## src/rtl/adder_tree_window_accum_if.sv

```systemverilog
// Stream bundle between the adder tree, the window accumulator and its consumer.
// The slave side is the accumulator; the master side drives samples and drains results.
interface adder_tree_window_accum_if #(
  parameter int IN_WIDTH = 16,
  parameter int WINDOW   = 16
);
  localparam int CNT_W     = $clog2(WINDOW) + 1;
  localparam int OUT_WIDTH = IN_WIDTH + $clog2(WINDOW);

  logic                 in_valid;
  logic [IN_WIDTH-1:0]  in_data;
  logic                 in_ready;
  logic                 flush;
  logic                 out_valid;
  logic                 out_ready;
  logic [OUT_WIDTH-1:0] out_data;
  logic [CNT_W-1:0]     out_count;
  logic [IN_WIDTH-1:0]  out_mean;

  modport slave (
    input  in_valid, in_data, flush, out_ready,
    output in_ready, out_valid, out_data, out_count, out_mean
  );

  modport master (
    output in_valid, in_data, flush, out_ready,
    input  in_ready, out_valid, out_data, out_count, out_mean
  );
endinterface

```

## src/rtl/adder_tree_window_accum.sv

```systemverilog
// Accumulates WINDOW consecutive tree sums (or a flushed partial window) and
// presents total, sample count and mean through a single-entry output register.
module adder_tree_window_accum #(
  parameter int IN_WIDTH = 16,
  parameter int WINDOW   = 16
) (
  input  logic                        clk,
  input  logic                        rst_n,
  adder_tree_window_accum_if.slave    bus
);
  localparam int SHIFT     = $clog2(WINDOW);
  localparam int CNT_W     = SHIFT + 1;
  localparam int OUT_WIDTH = IN_WIDTH + SHIFT;

  typedef enum logic {
    S_IDLE = 1'b0,
    S_ACC  = 1'b1
  } state_t;

  state_t               state_reg;
  logic [OUT_WIDTH-1:0] acc_reg;
  logic [CNT_W-1:0]     cnt_reg;
  logic                 out_valid_reg;
  logic [OUT_WIDTH-1:0] out_data_reg;
  logic [CNT_W-1:0]     out_count_reg;
  logic [IN_WIDTH-1:0]  out_mean_reg;

  logic                 in_ready;
  logic                 accept;
  logic                 flush_ok;
  logic                 close;
  logic [OUT_WIDTH-1:0] sum_next;
  logic [CNT_W-1:0]     cnt_next;

  // Both intake and flush stall while a result is waiting and not being taken.
  assign in_ready = !(out_valid_reg && !bus.out_ready);
  assign accept   = bus.in_valid && in_ready;
  assign flush_ok = bus.flush && in_ready;

  always_comb begin
    sum_next = (state_reg == S_ACC) ? acc_reg : '0;
    cnt_next = (state_reg == S_ACC) ? cnt_reg : '0;
    if (accept) begin
      sum_next = sum_next + OUT_WIDTH'(bus.in_data);
      cnt_next = cnt_next + CNT_W'(1);
    end
    // A flush with nothing accumulated and no sample this cycle produces no result.
    close = (accept && (cnt_next == CNT_W'(WINDOW))) ||
            (flush_ok && (cnt_next != '0));
  end

  always_ff @(posedge clk) begin
    if (!rst_n) begin
      state_reg     <= S_IDLE;
      acc_reg       <= '0;
      cnt_reg       <= '0;
      out_valid_reg <= 1'b0;
      out_data_reg  <= '0;
      out_count_reg <= '0;
      out_mean_reg  <= '0;
    end else begin
      if (close) begin
        state_reg     <= S_IDLE;
        acc_reg       <= '0;
        cnt_reg       <= '0;
        out_valid_reg <= 1'b1;
        out_data_reg  <= sum_next;
        out_count_reg <= cnt_next;
        out_mean_reg  <= sum_next[OUT_WIDTH-1:SHIFT];
      end else begin
        if (accept) begin
          state_reg <= S_ACC;
          acc_reg   <= sum_next;
          cnt_reg   <= cnt_next;
        end
        if (bus.out_ready) begin
          out_valid_reg <= 1'b0;
        end
      end
    end
  end

  assign bus.in_ready  = in_ready;
  assign bus.out_valid = out_valid_reg;
  assign bus.out_data  = out_data_reg;
  assign bus.out_count = out_count_reg;
  assign bus.out_mean  = out_mean_reg;
endmodule

```

## src/flat_wrapper.sv

```systemverilog
// flat-port wrapper written by rule: the top's interface ports become plain ports
module adder_tree_window_accum_flat 
#(
  parameter int IN_WIDTH = 16,
  parameter int WINDOW   = 16
)
  (clk, rst_n, bus_in_valid, bus_in_data, bus_flush, bus_out_ready, bus_in_ready, bus_out_valid, bus_out_data, bus_out_count, bus_out_mean);
  adder_tree_window_accum_if #(.IN_WIDTH(IN_WIDTH), .WINDOW(WINDOW)) bus_i ();
  input  logic clk;
  input  logic rst_n;
  input wire logic [$bits(bus_i.in_valid)-1:0] bus_in_valid;
  input wire logic [$bits(bus_i.in_data)-1:0] bus_in_data;
  input wire logic [$bits(bus_i.flush)-1:0] bus_flush;
  input wire logic [$bits(bus_i.out_ready)-1:0] bus_out_ready;
  output wire logic [$bits(bus_i.in_ready)-1:0] bus_in_ready;
  output wire logic [$bits(bus_i.out_valid)-1:0] bus_out_valid;
  output wire logic [$bits(bus_i.out_data)-1:0] bus_out_data;
  output wire logic [$bits(bus_i.out_count)-1:0] bus_out_count;
  output wire logic [$bits(bus_i.out_mean)-1:0] bus_out_mean;
  assign bus_i.in_valid = bus_in_valid;
  assign bus_i.in_data = bus_in_data;
  assign bus_i.flush = bus_flush;
  assign bus_i.out_ready = bus_out_ready;
  assign bus_in_ready = bus_i.in_ready;
  assign bus_out_valid = bus_i.out_valid;
  assign bus_out_data = bus_i.out_data;
  assign bus_out_count = bus_i.out_count;
  assign bus_out_mean = bus_i.out_mean;
  adder_tree_window_accum #(.IN_WIDTH(IN_WIDTH), .WINDOW(WINDOW)) u_core (.clk(clk), .rst_n(rst_n), .bus(bus_i));
endmodule
```

## config.mk

```make
export PLATFORM = sky130hd
export DESIGN_NAME = adder_tree_window_accum_flat
export DESIGN_NICKNAME = d
export VERILOG_FILES = /design/src/rtl/adder_tree_window_accum_if.sv /design/src/rtl/adder_tree_window_accum.sv /design/src/flat_wrapper.sv
export SDC_FILE = /design/constraint.sdc
export NUM_CORES = 1
export LEC_CHECK = 0
export BUFFER_PORTS_ARGS = -buffer_cell sky130_fd_sc_hd__buf_2
export CORE_AREA = 2 2 78 80
export DETAILED_ROUTE_END_ITERATION = 10
export DIE_AREA = 0 0 80 82
export MAX_ROUTING_LAYER = met4
export PLACE_DENSITY = 0.8
export SLEW_MARGIN = 20
export SYNTH_ARGS = -nofsm -noshare
export SYNTH_HDL_FRONTEND = slang
export SYNTH_SLANG_ARGS = --single-unit
```

## constraint.sdc

```tcl
create_clock -name clk -period 6.9 [get_ports clk]
set_input_delay 1.38 -clock clk [delete_from_list [all_inputs] [get_ports clk]]
set_output_delay 1.38 -clock clk [all_outputs]
set_load 0.01 [all_outputs]
```

* Word-level counts from Yosys, hierarchy flattened *
Index checks and enable logic that the tools add are counted.

storage, ports and cells
  register bits after elaboration = 68
  input port bits = 21
  output and inout port bits = 43
  word-level logic and storage cells = 28

operators by class
  $add $sub $neg = 2
  eq/ne operators = 1
  muxes and demuxes = 6
  bitwise gates (word level) = 1
  reduce and logical (&&, ||, !) cells = 11

operator list
  kind                                                           count
  20-bit two-way mux                                             2
  20-bit by 16-bit adder with 20-bit output                      1
  5-bit two-way mux                                              2
  5-bit by 1-bit adder with 5-bit output, second input constant  1
  5-bit == test, second input constant                           1
  1-bit logical AND                                              5
  5-bit nonzero test                                             1
  1-bit logical NOT                                              2
  1-bit two-way mux                                              2
  2-bit nonzero test                                             1
  2-bit OR reduction                                             1
  1-bit logical OR                                               1
  1-bit inverter                                                 1

* Longest topological paths before layout *
  word-level depth = 9
  gate-level depth with buffers = 13
  mapped depth without buffers = 11

* Worst setup path after synthesis *
No wires, ideal clock.

  path kind = input to register
  start = in bus_in_data[1]
  end = reg u_core.out_mean_reg[13] (netlist: u_core.bus.out_mean[13])
  library setup time = 0.070 ns
  arrival = 3.007 ns
  required time = 6.830 ns
  setup slack = 3.823 ns
  stages = 8
  path buffers = 0
  path through = ha_1 -> a21o_1 -> nand4_1 -> a2111oi_2 -> o21ai_1 -> a21boi_0 -> o31a_1 -> a21oi_1

on the way
  word-level cells in the longest chain between the ends = 2

RTL lines
  element                                    RTL line                       text
  from (decl)                                flat_wrapper.sv:12             input wire logic [$bits(bus_i.in_data)-1:0] bus_in_data;
  20-bit by 16-bit adder with 20-bit output  adder_tree_window_accum.sv:44  sum_next = sum_next + OUT_WIDTH'(bus.in_data);
  20-bit two-way mux                         adder_tree_window_accum.sv:43  if (accept) begin
  to (signal assigned)                       adder_tree_window_accum.sv:69  out_mean_reg <= sum_next[OUT_WIDTH-1:SHIFT];
  to (decl)                                  adder_tree_window_accum.sv:26  logic [IN_WIDTH-1:0] out_mean_reg;

No other way between the ends.
A chain may end at the register's enable or synchronous reset.

* Worst setup path after layout *
  start = in bus_out_ready
  end = reg u_core.out_mean_reg[6] (netlist: u_core.bus.out_mean[6])

on the way
  word-level cells in the longest chain between the ends = 8
  elaborated cells on any way between the ends = 12
  classes of those cells = eq/ne (1); mux (2); reduce/logical (9)

RTL lines
  element                                              RTL line                                                      text
  from (decl)                                          flat_wrapper.sv:14                                            input wire logic [$bits(bus_i.out_ready)-1:0] bus_out_ready;
  1-bit logical NOT *                                  adder_tree_window_accum.sv:36                                 assign in_ready = !(out_valid_reg && !bus.out_ready);
  1-bit logical AND *                                  adder_tree_window_accum.sv:36
  1-bit logical NOT *                                  adder_tree_window_accum.sv:36
  1-bit logical AND                                    adder_tree_window_accum.sv:37                                 assign accept = bus.in_valid && in_ready;
  5-bit two-way mux                                    adder_tree_window_accum.sv:43
  5-bit == test or 5-bit nonzero test (tied branches)  adder_tree_window_accum.sv:48, adder_tree_window_accum.sv:49
  1-bit logical AND (on tied branches)                 adder_tree_window_accum.sv:48, adder_tree_window_accum.sv:49
  1-bit logical OR                                     adder_tree_window_accum.sv:48                                 close = (accept && (cnt_next == CNT_W'(WINDOW))) ||

Mark *: on every way between the ends. The rest lies on a longest branch, timed or not.

==> results.toml <==
[logic_synthesis]
async_flop_share = 0
synth-seq-area-share = 0.312
synth-main-ff-cell = "dfxtp_1"
syn_area_mm2 = 0.00333
synthCells = 422
synthTopCellsByArea = "dfxtp_1 31%, nand2_1 7.2%, a21oi_1 6.9%, ha_1 6.4%, nor2_1 4.6%"
yosys.area.top_type_share = 0.312
synth_edf_count = 0
syn_nets = 461
synth_area_leader_cell = "dfxtp_1"
yosysUniqueCellTypes = 58
synth_warnings = 0
syn_avg_cell_area_um2 = 7.90
synth-seq-cells = 52

[setup_path]
worst-path-buf-inv = 2
cp.arrival_ns = 3.71
cpMaxStageDelayCell = "nor2_8"
crit_chain = "buf_2, nor2b_4, inv_4, nand2_2, o2bb2ai_1, a31oi_2, nor2_8, nor2_1, a311oi_2"
cp_data_required_time_ns = 7.12
crit_path_max_fanout = 45
r2r_slack_ns = 3.57
crit_path_start_kind = "input pin"
slowest_delay_ns = 0.57
endpoint_kind = "register"
critPathTopFamily = "simple AND/OR/NAND/NOR gates"
path_class = "input pin to register"

[sta]
setup_slack_ns = 3.41
finalMaxSlewViolations = 0
fin_worst_skew_ns = 0.00685
setup_viol = 0
finalHoldViolCount = 0
tns_ns = 0
tightest_slew_ns = 0.901
fin_crit_sh = 0.506
fmax_mhz = 287
slew_headroom = 0.399
timing.final.crit_period_ns = 3.49
rsz0062_at_grt = "no"

[clock_network]
cts_buffers = 5
htreeDepth = 2
cts_setup_buffers = 0
root_buffer = "clkbuf_8"
cts_sinks = 52
cts_tree = "built"
insertion_delay_ns = 0.31
cts_buffer_depth = 2
ctsResizeCount = 0
clk_pin_slew_ns = 0.09
postCtsHoldBufs = 0

[status]
outcome = "complete, no violations"

[finish]
nNetsFinal = 497
drive_gt1_frac = 0.203
seq_area_mm2 = 0.00104
largest_register_ffs = 20
multi_input_area_mm2 = 0.00203
diodes = 0
area_growth_pct = 10.3
fillers = 499

[drt]
routedWlPerCell_um = 14.8
antenna_left = 0
dr.first_iter.drc_count = 236
dr.pass1.iters = 5
vias = 3086
viasPerCell = 5.78
wl_um = 7930
drc_errors = 0

[power]
p_leak_nw = 1.54
p_per_area_mw_per_mm2 = 210
vdd_drop_max_mv = 0.137

[die]
io_pins = 64
initial_core_util = 0.580
die_y_um = 82
die_width_um = 80
core_mm2 = 0.00575
design.die.area_mm2 = 0.00656
row_count = 28

[place]
dp_slack_ns = 2.96
gp_congestion = 0.930
port_buffers = 63
dp_hpwl_um = 5640

[worst_hold_path]
holdCritPathClass = "register to register"

[grt]
grt_usage = 0.257
grt_pass1_vias = 2750
grt_antenna_before_repair = 0
grt_remaining_overflow = 0
grt_max_degree = 46
grt_pass1_wl_um = 12900

[run]
max_cap_viol_count = 0
[worst min-delay path, delay by kind of cell (launching register included)]
family / cells / cell delay [ns]
compound gates: 1 / 0.06
flops: 1 / 0.32
simple gates: 1 / 0.05
[cell type report]
type                    count  share of cell area
clock buffers               5              0.0187
clock inverters             3              0.0245
inverters                   8             0.00884
multi-input cells         327               0.552
flip-flops and latches     52               0.283
well taps                  75              0.0255
repair buffers             64              0.0878
[cells in the final DEF, fill, tap and decap left out, types with 6 or more instances in the layout]
cell,netlist,final
nand3_1,11,11
dfxtp_1,52,52
nand2_1,64,64
inv_1,6,6
xor2_1,6,6
nor2_1,41,40
and2_1,19,19
o21ai_0,27,27
ha_1,17,17
buf_2,4,63
a21oi_1,46,46
xnor2_1,8,8
[power breakdown]
group / internal (mW) / switching [mW]
registers: 0.320 / 0.0165
clock network: 0.181 / 0.103
logic: 0.0557 / 0.0948
[synthesized netlist by cell type (4+ instances only)]
cell       n
inv_1      6
o21a_1     4
buf_4     16
mux2i_1    5
nand4_1    4
or3_1      5
dfxtp_1   52
nor2_1    41
nor3_1     4
ha_1      17
a311oi_1   5
and2_1    19
clkbuf_1   8
a31oi_1    5
a21o_1     5
buf_2      4
xor2_1     6
nand2_1   64
a311oi_2   4
o21ai_0   27
nand3_1   11
a21oi_1   46
buf_6      6
xnor2_1    8
[metrics by stage]
step	util	instance area [um^2]	std cells	hold WS (ns)	power (mW)
floorplan	-	3330	422	0.442	0.461
global placement	0.611	3510	526	0.441	0.489
detailed placement	0.611	3510	526	0.458	0.493
CTS	0.639	3670	534	0.470	0.774
global route	0.640	3680	534	0.495	0.809
finish	0.640	3680	534	0.469	0.772
[final timing paths]
path	start	end	cells after the start
hold / removal	u_core.bus.out_count[3]	u_core.bus.out_count[3]	2
setup / recovery	bus_out_ready	u_core.bus.out_mean[6]	9
setup reg to reg	u_core.state_reg	u_core.bus.out_mean[14]	11
hold reg to reg	u_core.bus.out_count[3]	u_core.bus.out_count[3]	2
[kinds of logic after synthesis]
group	Yosys count	share of synthesized area
and+or+nand+nor	164	0.235
buffers and inverters	43	0.0822
DFF	52	0.312
AOI/OAI and AO/OA	125	0.246
muxes	6	0.0184
adders and majority gates	18	0.0698
xor gates and xnor gates	14	0.0368
[metal layers]
metal,track usage,vias to the layer above,share of wire
li1,-,1546,-
met1,0.342,1419,0.47
met2,0.401,111,0.45
met3,0.0352,10,0.060
met4,0.0898,0,0.015
met5,-,-,0
(Power assumes the default switching activity.)
